$ cat src/rtl/blink_sequencer.sv
`default_nettype none
// ============================================================================
//  Module   : blink_sequencer
//  Purpose  : Programmable LED blink controller. A prescaler produces a tick
//             every CFG_PRESCALE+1 clocks; D5 is driven through ON/OFF phases
//             (lengths counted in ticks) for CFG_REPEAT cycles, or forever
//             when CFG_REPEAT is 0. Configuration is loaded through a
//             valid/ready handshake; BUSY/DONE report status.
//  Options  : define BLINK_SEQUENCER_CYCLES_EN to expose the completed-cycle
//             counter on output port CYCLES.
//  Revision : 1.0 - initial release
// ============================================================================
module blink_sequencer #(
    parameter int PRESCALE_W = 26,
    parameter int DUR_W      = 8,
    parameter int CNT_W      = 8
) (
    input  logic                  CLK,
    input  logic                  RESET,
    input  logic                  CFG_VALID,
    output logic                  CFG_READY,
    input  logic [PRESCALE_W-1:0] CFG_PRESCALE,
    input  logic [DUR_W-1:0]      CFG_ON,
    input  logic [DUR_W-1:0]      CFG_OFF,
    input  logic [CNT_W-1:0]      CFG_REPEAT,
    input  logic                  ABORT,
    output logic                  D5,
    output logic                  BUSY,
    output logic                  DONE,
    output logic                  TICK
`ifdef BLINK_SEQUENCER_CYCLES_EN
    ,
    output logic [CNT_W-1:0]      CYCLES
`endif
);

    localparam logic [1:0] c_ST_IDLE = 2'd0;
    localparam logic [1:0] c_ST_ON   = 2'd1;
    localparam logic [1:0] c_ST_OFF  = 2'd2;

    logic [1:0]            r_state;
    logic [PRESCALE_W-1:0] r_presc;
    logic [DUR_W-1:0]      r_dur;
    logic [CNT_W-1:0]      r_cycles;
    logic [PRESCALE_W-1:0] r_cfg_prescale;
    logic [DUR_W-1:0]      r_cfg_on;
    logic [DUR_W-1:0]      r_cfg_off;
    logic [CNT_W-1:0]      r_cfg_repeat;
    logic                  r_d5;
    logic                  r_done;

    logic                  w_busy;
    logic                  w_accept;
    logic                  w_tick;
    logic                  w_phase_last;
    logic [CNT_W-1:0]      w_cycles_next;

    // Status and handshake decode from registered state
    always_comb begin
        w_busy        = (r_state != c_ST_IDLE);
        w_accept      = CFG_VALID && (r_state == c_ST_IDLE) && !ABORT;
        // Tick only exists while a sequence runs; the count is held at 0 in IDLE.
        w_tick        = w_busy && (r_presc == r_cfg_prescale);
        // Last tick of the current phase: compare against the phase's own length.
        w_phase_last  = (r_state == c_ST_ON) ? (r_dur == r_cfg_on  - DUR_W'(1))
                                             : (r_dur == r_cfg_off - DUR_W'(1));
        w_cycles_next = r_cycles + CNT_W'(1);
    end

    // Sequencer FSM: prescaler, phase duration, cycle count and registered outputs
    always_ff @(posedge CLK) begin
        if (RESET) begin
            r_state        <= c_ST_IDLE;
            r_presc        <= '0;
            r_dur          <= '0;
            r_cycles       <= '0;
            r_cfg_prescale <= '0;
            r_cfg_on       <= '0;
            r_cfg_off      <= '0;
            r_cfg_repeat   <= '0;
            r_d5           <= 1'b0;
            r_done         <= 1'b0;
        end else begin
            r_done <= 1'b0;
            case (r_state)
                c_ST_IDLE: begin
                    r_presc <= '0;
                    r_dur   <= '0;
                    if (w_accept) begin
                        r_cfg_prescale <= CFG_PRESCALE;
                        r_cfg_on       <= CFG_ON;
                        r_cfg_off      <= CFG_OFF;
                        r_cfg_repeat   <= CFG_REPEAT;
                        r_cycles       <= '0;
                        if (CFG_ON != '0) begin
                            r_state <= c_ST_ON;
                            r_d5    <= 1'b1;
                        end else if (CFG_OFF != '0) begin
                            r_state <= c_ST_OFF;
                            r_d5    <= 1'b0;
                        end else begin
                            // Empty pattern: complete immediately without leaving IDLE.
                            r_done  <= 1'b1;
                        end
                    end
                end
                c_ST_ON, c_ST_OFF: begin
                    if (ABORT) begin
                        r_state  <= c_ST_IDLE;
                        r_d5     <= 1'b0;
                        r_presc  <= '0;
                        r_dur    <= '0;
                        r_cycles <= '0;
                    end else if (w_tick) begin
                        r_presc <= '0;
                        if (w_phase_last) begin
                            r_dur <= '0;
                            if ((r_state == c_ST_ON) && (r_cfg_off != '0)) begin
                                r_state <= c_ST_OFF;
                                r_d5    <= 1'b0;
                            end else begin
                                // End of one ON/OFF cycle.
                                r_cycles <= w_cycles_next;
                                if ((r_cfg_repeat != '0) && (w_cycles_next == r_cfg_repeat)) begin
                                    r_state <= c_ST_IDLE;
                                    r_done  <= 1'b1;
                                    r_d5    <= 1'b0;
                                end else if (r_cfg_on != '0) begin
                                    r_state <= c_ST_ON;
                                    r_d5    <= 1'b1;
                                end else begin
                                    r_state <= c_ST_OFF;
                                    r_d5    <= 1'b0;
                                end
                            end
                        end else begin
                            r_dur <= r_dur + DUR_W'(1);
                        end
                    end else begin
                        r_presc <= r_presc + PRESCALE_W'(1);
                    end
                end
                default: begin
                    r_state <= c_ST_IDLE;
                    r_d5    <= 1'b0;
                    r_presc <= '0;
                    r_dur   <= '0;
                end
            endcase
        end
    end

    // Output mapping
    always_comb begin
        CFG_READY = (r_state == c_ST_IDLE) && !ABORT;
        BUSY      = w_busy;
        D5        = r_d5;
        DONE      = r_done;
        TICK      = w_tick;
    end

`ifdef BLINK_SEQUENCER_CYCLES_EN
    assign CYCLES = r_cycles;
`endif

endmodule
`default_nettype wire

$ cat config.mk
export PLATFORM = sky130hd
export DESIGN_NAME = blink_sequencer
export DESIGN_NICKNAME = d
export VERILOG_FILES = /design/src/rtl/blink_sequencer.sv
export SDC_FILE = /design/constraint.sdc
export NUM_CORES = 1
export LEC_CHECK = 0
export BUFFER_PORTS_ARGS = -buffer_cell sky130_fd_sc_hd__clkbuf_2
export CORE_MARGIN = 1.5
export CORE_UTILIZATION = 60
export CTS_BUF_LIST = sky130_fd_sc_hd__clkbuf_8
export CTS_CLUSTER_DIAMETER = 80
export DETAILED_ROUTE_END_ITERATION = 8
export PLACE_DENSITY = 0.82
export SKIP_LAST_GASP = 1
export SYNTH_ARGS = -nofsm -noshare
export SYNTH_HDL_FRONTEND = slang
export SYNTH_SLANG_ARGS = --single-unit
$ cat constraint.sdc
create_clock -name CLK -period 6.9 [get_ports CLK]
set_clock_uncertainty 0.05 [all_clocks]
set_input_delay 0.345 -clock CLK [delete_from_list [all_inputs] [get_ports CLK]]
set_output_delay 0.345 -clock CLK [all_outputs]
set_load 0.05 [all_outputs]
== Yosys cells after proc, flatten, opt, wreduce, memory -nomap -nowiden ==
Cells that the tools add are included.

* Register bits: 96
* Bits in latches: 0
* Bits in writable memories: 0
* Memory bits (read-only): 0
* Input bits: 54
* Output and inout port bits: 5
* Word-level logic and storage cells: 85
* Memories kept: 0

* $add $sub $neg: 5
* $mul: 0
* Div/mod/pow operators: 0
* Order comparisons: 0
* Eq/ne operators: 11
* Shift operators: 0
* Muxes and demuxes: 37
* Bitwise gates (word level): 1
* Reductions and logical operators: 21

{| class="wikitable"
|+ Operators with widths
! cell !! number
|-
| 2-to-1 mux 8 bit || 6
|-
| nonzero test 8 bit || 5
|-
| adder 26 x 1 -> 26 bit, second input constant || 1
|-
| equality test 26 bit || 1
|-
| equality test 8 bit || 3
|-
| 2-to-1 mux 1 bit || 18
|-
| 2-to-1 mux 2 bit || 9
|-
| adder 8 x 1 -> 8 bit, second input constant || 2
|-
| one-hot mux 8 bit (2 select lines) || 1
|-
| subtractor 8 x 1 -> 8 bit, second input constant || 2
|-
| inequality test 3 bit, second input constant || 3
|-
| logical AND 1 bit || 6
|-
| AND reduction 5 bit || 1
|-
| one-hot mux 1 bit (2 select lines) || 2
|-
| one-hot mux 2 bit (2 select lines) || 1
|-
| AND reduction 4 bit || 1
|-
| nonzero test 2 bit || 2
|-
| OR reduction 4 bit || 1
|-
| inequality test 3 x 1 -> 1 bit, second input constant || 1
|-
| OR reduction 3 bit || 1
|-
| equality test 2 x 1 -> 1 bit, second input constant || 1
|-
| equality test 2 bit, second input constant || 1
|-
| zero test 2 bit || 1
|-
| inequality test 2 bit, second input constant || 1
|-
| 4 further kinds || 4
|}

== Longest topological paths before layout ==
* Depth after elaboration: 9
* Gate-level depth with buffers: 13
* Gate-level depth less buffers: 11

== Worst setup path after synthesis ==
OpenSTA, ideal clock, no wires.

* Path type: flip-flop to flip-flop
* From: register r_state[0]
* To: register r_state[0]
* Setup time: 61 ps
* Arrival: 2985 ps
* Required time: 6789 ps
* Path slack: 3804 ps
* Stages on the path, launching flop included: 12
* Buffers on the path: 2
* Period minus slack after synthesis: 3096 ps
* Cell sequence: dfxtp_1 ha_1 buf_4 buf_2 mux2i_1 ha_1 o21ai_0 nor4_1 or3_1 nand4_2 a2111oi_0 a41o_1

* Word-level cells in the longest chain between the ends: 7
* Elaborated cells between the ends (all ways): 20
* Those cells by class: eq/ne: 6; mux: 6; reduce/logical: 8

{| class="wikitable"
|+ Ends and longest elaborated chain
! what !! line !! RTL
|-
| from (decl) || 41 || <nowiki>logic [1:0] r_state;</nowiki>
|-
| from (signal assigned) || 73 || <nowiki>r_state <= c_ST_IDLE;</nowiki>
|-
| from (signal assigned) || 96 || <nowiki>r_state <= c_ST_ON;</nowiki>
|-
| from (signal assigned) || 99 || <nowiki>r_state <= c_ST_OFF;</nowiki>
|-
| equality test 2 x 1 -> 1 bit || 65, 85, 118 ||
|-
| logical AND 1 bit || 118 || <nowiki>if ((r_state == c_ST_ON) && (r_cfg_off != '0)) begin</nowiki>
|-
| 2-to-1 mux 2 bit || 118 ||
|-
| 2-to-1 mux 2 bit || 116 || <nowiki>if (w_phase_last) begin</nowiki>
|-
| 2-to-1 mux 2 bit || 114 || <nowiki>end else if (w_tick) begin</nowiki>
|-
| 2-to-1 mux 2 bit || 108 || <nowiki>if (ABORT) begin</nowiki>
|-
| one-hot mux 2 bit (2 select lines) || 85 || <nowiki>case (r_state)</nowiki>
|}

Several ways; a longest one is shown, not always the timed one. The select of a mux whose other input is x is not followed.
A chain may end at the register's enable or synchronous reset.

== Worst setup path in the final report ==
Ends and elaborated chain as after synthesis.

==> run_results.csv <==
group,metric,value,unit
timing,setup-tns-final,0,ns
floorplan,die_w,92.1,um
synth,synth-main-ff-cell,"dfxtp_1",
worst_setup_path,crit_family,"adder cells",
final_layout,drive_gt1_share,12.8,%
timing,min_period,3.32,ns
route,drt_iter0_drc,168,
final_layout,area_growth,11.0,%
timing,post-route-period-util,48.1,%
floorplan,die_area,8480,sq um
worst_setup_path,path_common_cell,"ha_1",
route,first_pass_iters,4,
worst_setup_path,crit_path_max_incr_delay,0.67,ns
clocking,cts_tree,"built",
timing,finalSetupViolCount,0,
timing,grt_setup_unrepaired,"false",
run_status,status,"finished clean",
grt,grt_pass1_wl,17900,um
grt,overflow,0,
final_layout,fin_util,68.7,%
grt,gr-usage-all-layers,26.2,%
synth,synthArstFlopShare,0,%
floorplan,rows,32,
job,cap_violations,0,
floorplan,io_pins,59,
worst_setup_path,rrSetupSlack,3.58,ns
placed_design,gp_congestion,0.867,
final_layout,final_cells,743,
clocking,root_buffer,"clkbuf_8",
clocking,post_cts_resized,0,
worst_setup_path,cp.depth,9,
worst_setup_path,path_max_fanout,19,
worst_setup_path,r2r-end,"r_state[0]",
final_layout,finalNetCount,697,
grt,antenna_found_initial,0,
final_layout,diodes,0,
timing,finalHoldViolations,0,
synth,syn_inst,592,
min_path,hp-class,"input pin to flop",
worst_setup_path,worst_ep_required_time,7.15,ns
route,via_per_inst,5.62,
clocking,h-tree-depth,3,
pwr,powerDensity,245,nW/um^2
clocking,post_cts_buffers,0,
synth,syn_area,4760,sq um
placed_design,port_buffers,58,
timing,slew_headroom,22.4,%
route,vias,4179,
pwr,power_leakage,2.12,nW
floorplan,core_area,7690,sq um
worst_setup_path,cp-startpoint,"r_state[0]",
worst_setup_path,endpoint_kind,"flop",
placed_design,dp_cells,727,
clocking,postCtsHoldBufs,0,
timing,whs,0.136,ns
worst_setup_path,reg2reg_from,"r_state[0]",
route,drc,0,
synth,synth_cell_type_count,51,
clocking,numCtsBuffers,9,
worst_setup_path,cp_slowest_cell,"ha_1",
min_path,whs_path_depth,3,
synth,ys_seq_area_share,40.0,%
synth,syn_avg_cell_area,8.04,sq um
synth,ys_warn_count,0,
placed_design,pre_cts_ws,3.72,ns
worst_setup_path,arrival,3.57,ns
timing,tightest_slew,1.16,ns
synth,synth_largest_area_cell,"dfxtp_1",
clocking,insertion_delay,0.37,ns
synth,syn_nets,653,
worst_setup_path,startpoint_type,"flop",
synth,synthDominantCellAreaShare,40.0,%
clocking,path_clk_slew,0.10,ns
timing,layout_setup_ws,3.58,ns
floorplan,initial_core_util,61.9,%
grt,grt_max_degree,60,
worst_setup_path,reg2reg_depth,9,
clocking,cts_max_path_buffers,2,
route,wirelength,10600,um
grt,grt_pass1_vias,4063,
synth,synth_edf_count,0,
worst_setup_path,endpoint,"r_state[0]",
worst_setup_path,critPathBufInv,0,
clocking,clock-sinks,95,
route,wire_per_inst,14.3,um
pwr,ir_worst_vdd,0.000161,V
synth,ys_ff_latch,95,
synth,synth_area_leaders,"dfxtp_1 (40%), nand2_1 (10%), xor2_1 (9.2%)",
timing,fmax,301,MHz
timing,slew_violations,0,
worst_setup_path,worstPathCellList,"ha_1, mux2i_1, ha_1, o21ai_0, nor4bb_1, or3_1, nand4_2, a2111oi_0, a41o_1",
placed_design,place_hpwl,7610,um
route,postRouteAntennaNets,0,
floorplan,fp.dieH,92.1,um
worst_setup_path,crit_type,"flop to flop",
## sequential cells by signal, indices dropped and copies added, names as in the netlist
name / count
DONE: 1
r_cfg_off: 8
r_cfg_on: 8
r_cfg_prescale: 26
r_cfg_repeat: 8
r_cycles: 8
r_dur: 8
r_presc: 26
r_state: 2
## final cells by class
type	count	area [sq um]
clock buffers	11	151
clock inverters	5	46.3
fillers	658	2400
inverters	10	37.5
multi-input cells	460	2710
flip-flops and latches	95	1900
well taps	102	128
repair buffers	60	305
## where the power goes
part           switching, W  total, W  internal, W
registers         0.0000308  0.000611     0.000580
logic              0.000198  0.000318     0.000120
clock network      0.000206  0.000363     0.000157
## cells in the final DEF (no fill, tap or decap), types with 2 or more instances in the layout
cell type  count
a21oi_1       53
nand2_1      130
dfxtp_1       95
nor2b_1        4
and3_1        10
buf_4          2
mux2i_1       13
nor4bb_1       2
a2111oi_0      3
o21ai_0        3
a41o_1         2
ha_1           7
clkbuf_2      58
nor3_1        12
or3_1         10
or4_1          2
nor4_1        14
xnor2_1       27
nand2b_1       6
nand3_1       22
nor2_1        49
nand4_1       11
a21o_1         3
clkbuf_8      11
inv_6          2
a2bb2oi_1      2
inv_1         10
clkinv_4       2
xor2_1        50
## tightest hold or removal path: stages
cell and delay [ns]:
clkbuf_2 0.08, nand2_1 0.04, a21oi_1 0.05
## metrics by stage
step,power (W),area (sq um)
floorplan,0.000861,4760
global placement,0.000925,5090
detailed placement,0.000937,5090
CTS,0.00130,5280
global route,0.00136,5280
finish,0.00129,5280
## how the worst min path moves through the flow
stage / endpoint / slack, ns / start
final: r_cfg_prescale[9] / 0.14 / CFG_PRESCALE[9]
after global routing: r_cfg_prescale[25] / 0.12 / CFG_PRESCALE[25]
after CTS: r_cfg_prescale[17] / 0.12 / CFG_PRESCALE[17]
after detailed placement: r_cfg_prescale[15] / 0.41 / r_cfg_prescale[15]
after global placement: r_cfg_prescale[15] / 0.41 / r_cfg_prescale[15]
after floorplan: r_cfg_prescale[10] / 0.40 / r_cfg_prescale[10]
## cells in the mapped netlist, types with 3 or more instances
library cell	number
nand2_1	130
dfxtp_1	95
a21oi_1	53
xor2_1	50
nor2_1	49
xnor2_1	27
clkbuf_1	24
nand3_1	22
nor4_1	14
mux2i_1	13
nor3_1	12
nand4_1	11
and3_1	10
inv_1	10
or3_1	10
ha_1	7
nand2b_1	6
nor2b_1	4
a2111oi_0	3
a21o_1	3
o21ai_0	3
## cells by family after synthesis
| logic type | Yosys count | share of synthesized area, % |
|---|---|---|
| xor+xnor | 77 | 14.2 |
| mux | 13 | 2.73 |
| simple gates | 283 | 28.1 |
| fa+ha+maj | 7 | 1.84 |
| buf+inv | 37 | 3.05 |
| compound gates | 80 | 10.2 |
| flops | 95 | 40.0 |
## per-layer routing
layer / GRT usage (%) / vias to the layer above / wire, um
met2: 47.3 / 101 / 5430
met5: 0 / - / 0
met4: 9.62 / 0 / 220
met3: 5.14 / 23 / 448
li1: - / 2109 / -
met1: 30.4 / 1946 / 4540
Note: power is estimated with default switching activity, not from simulation.
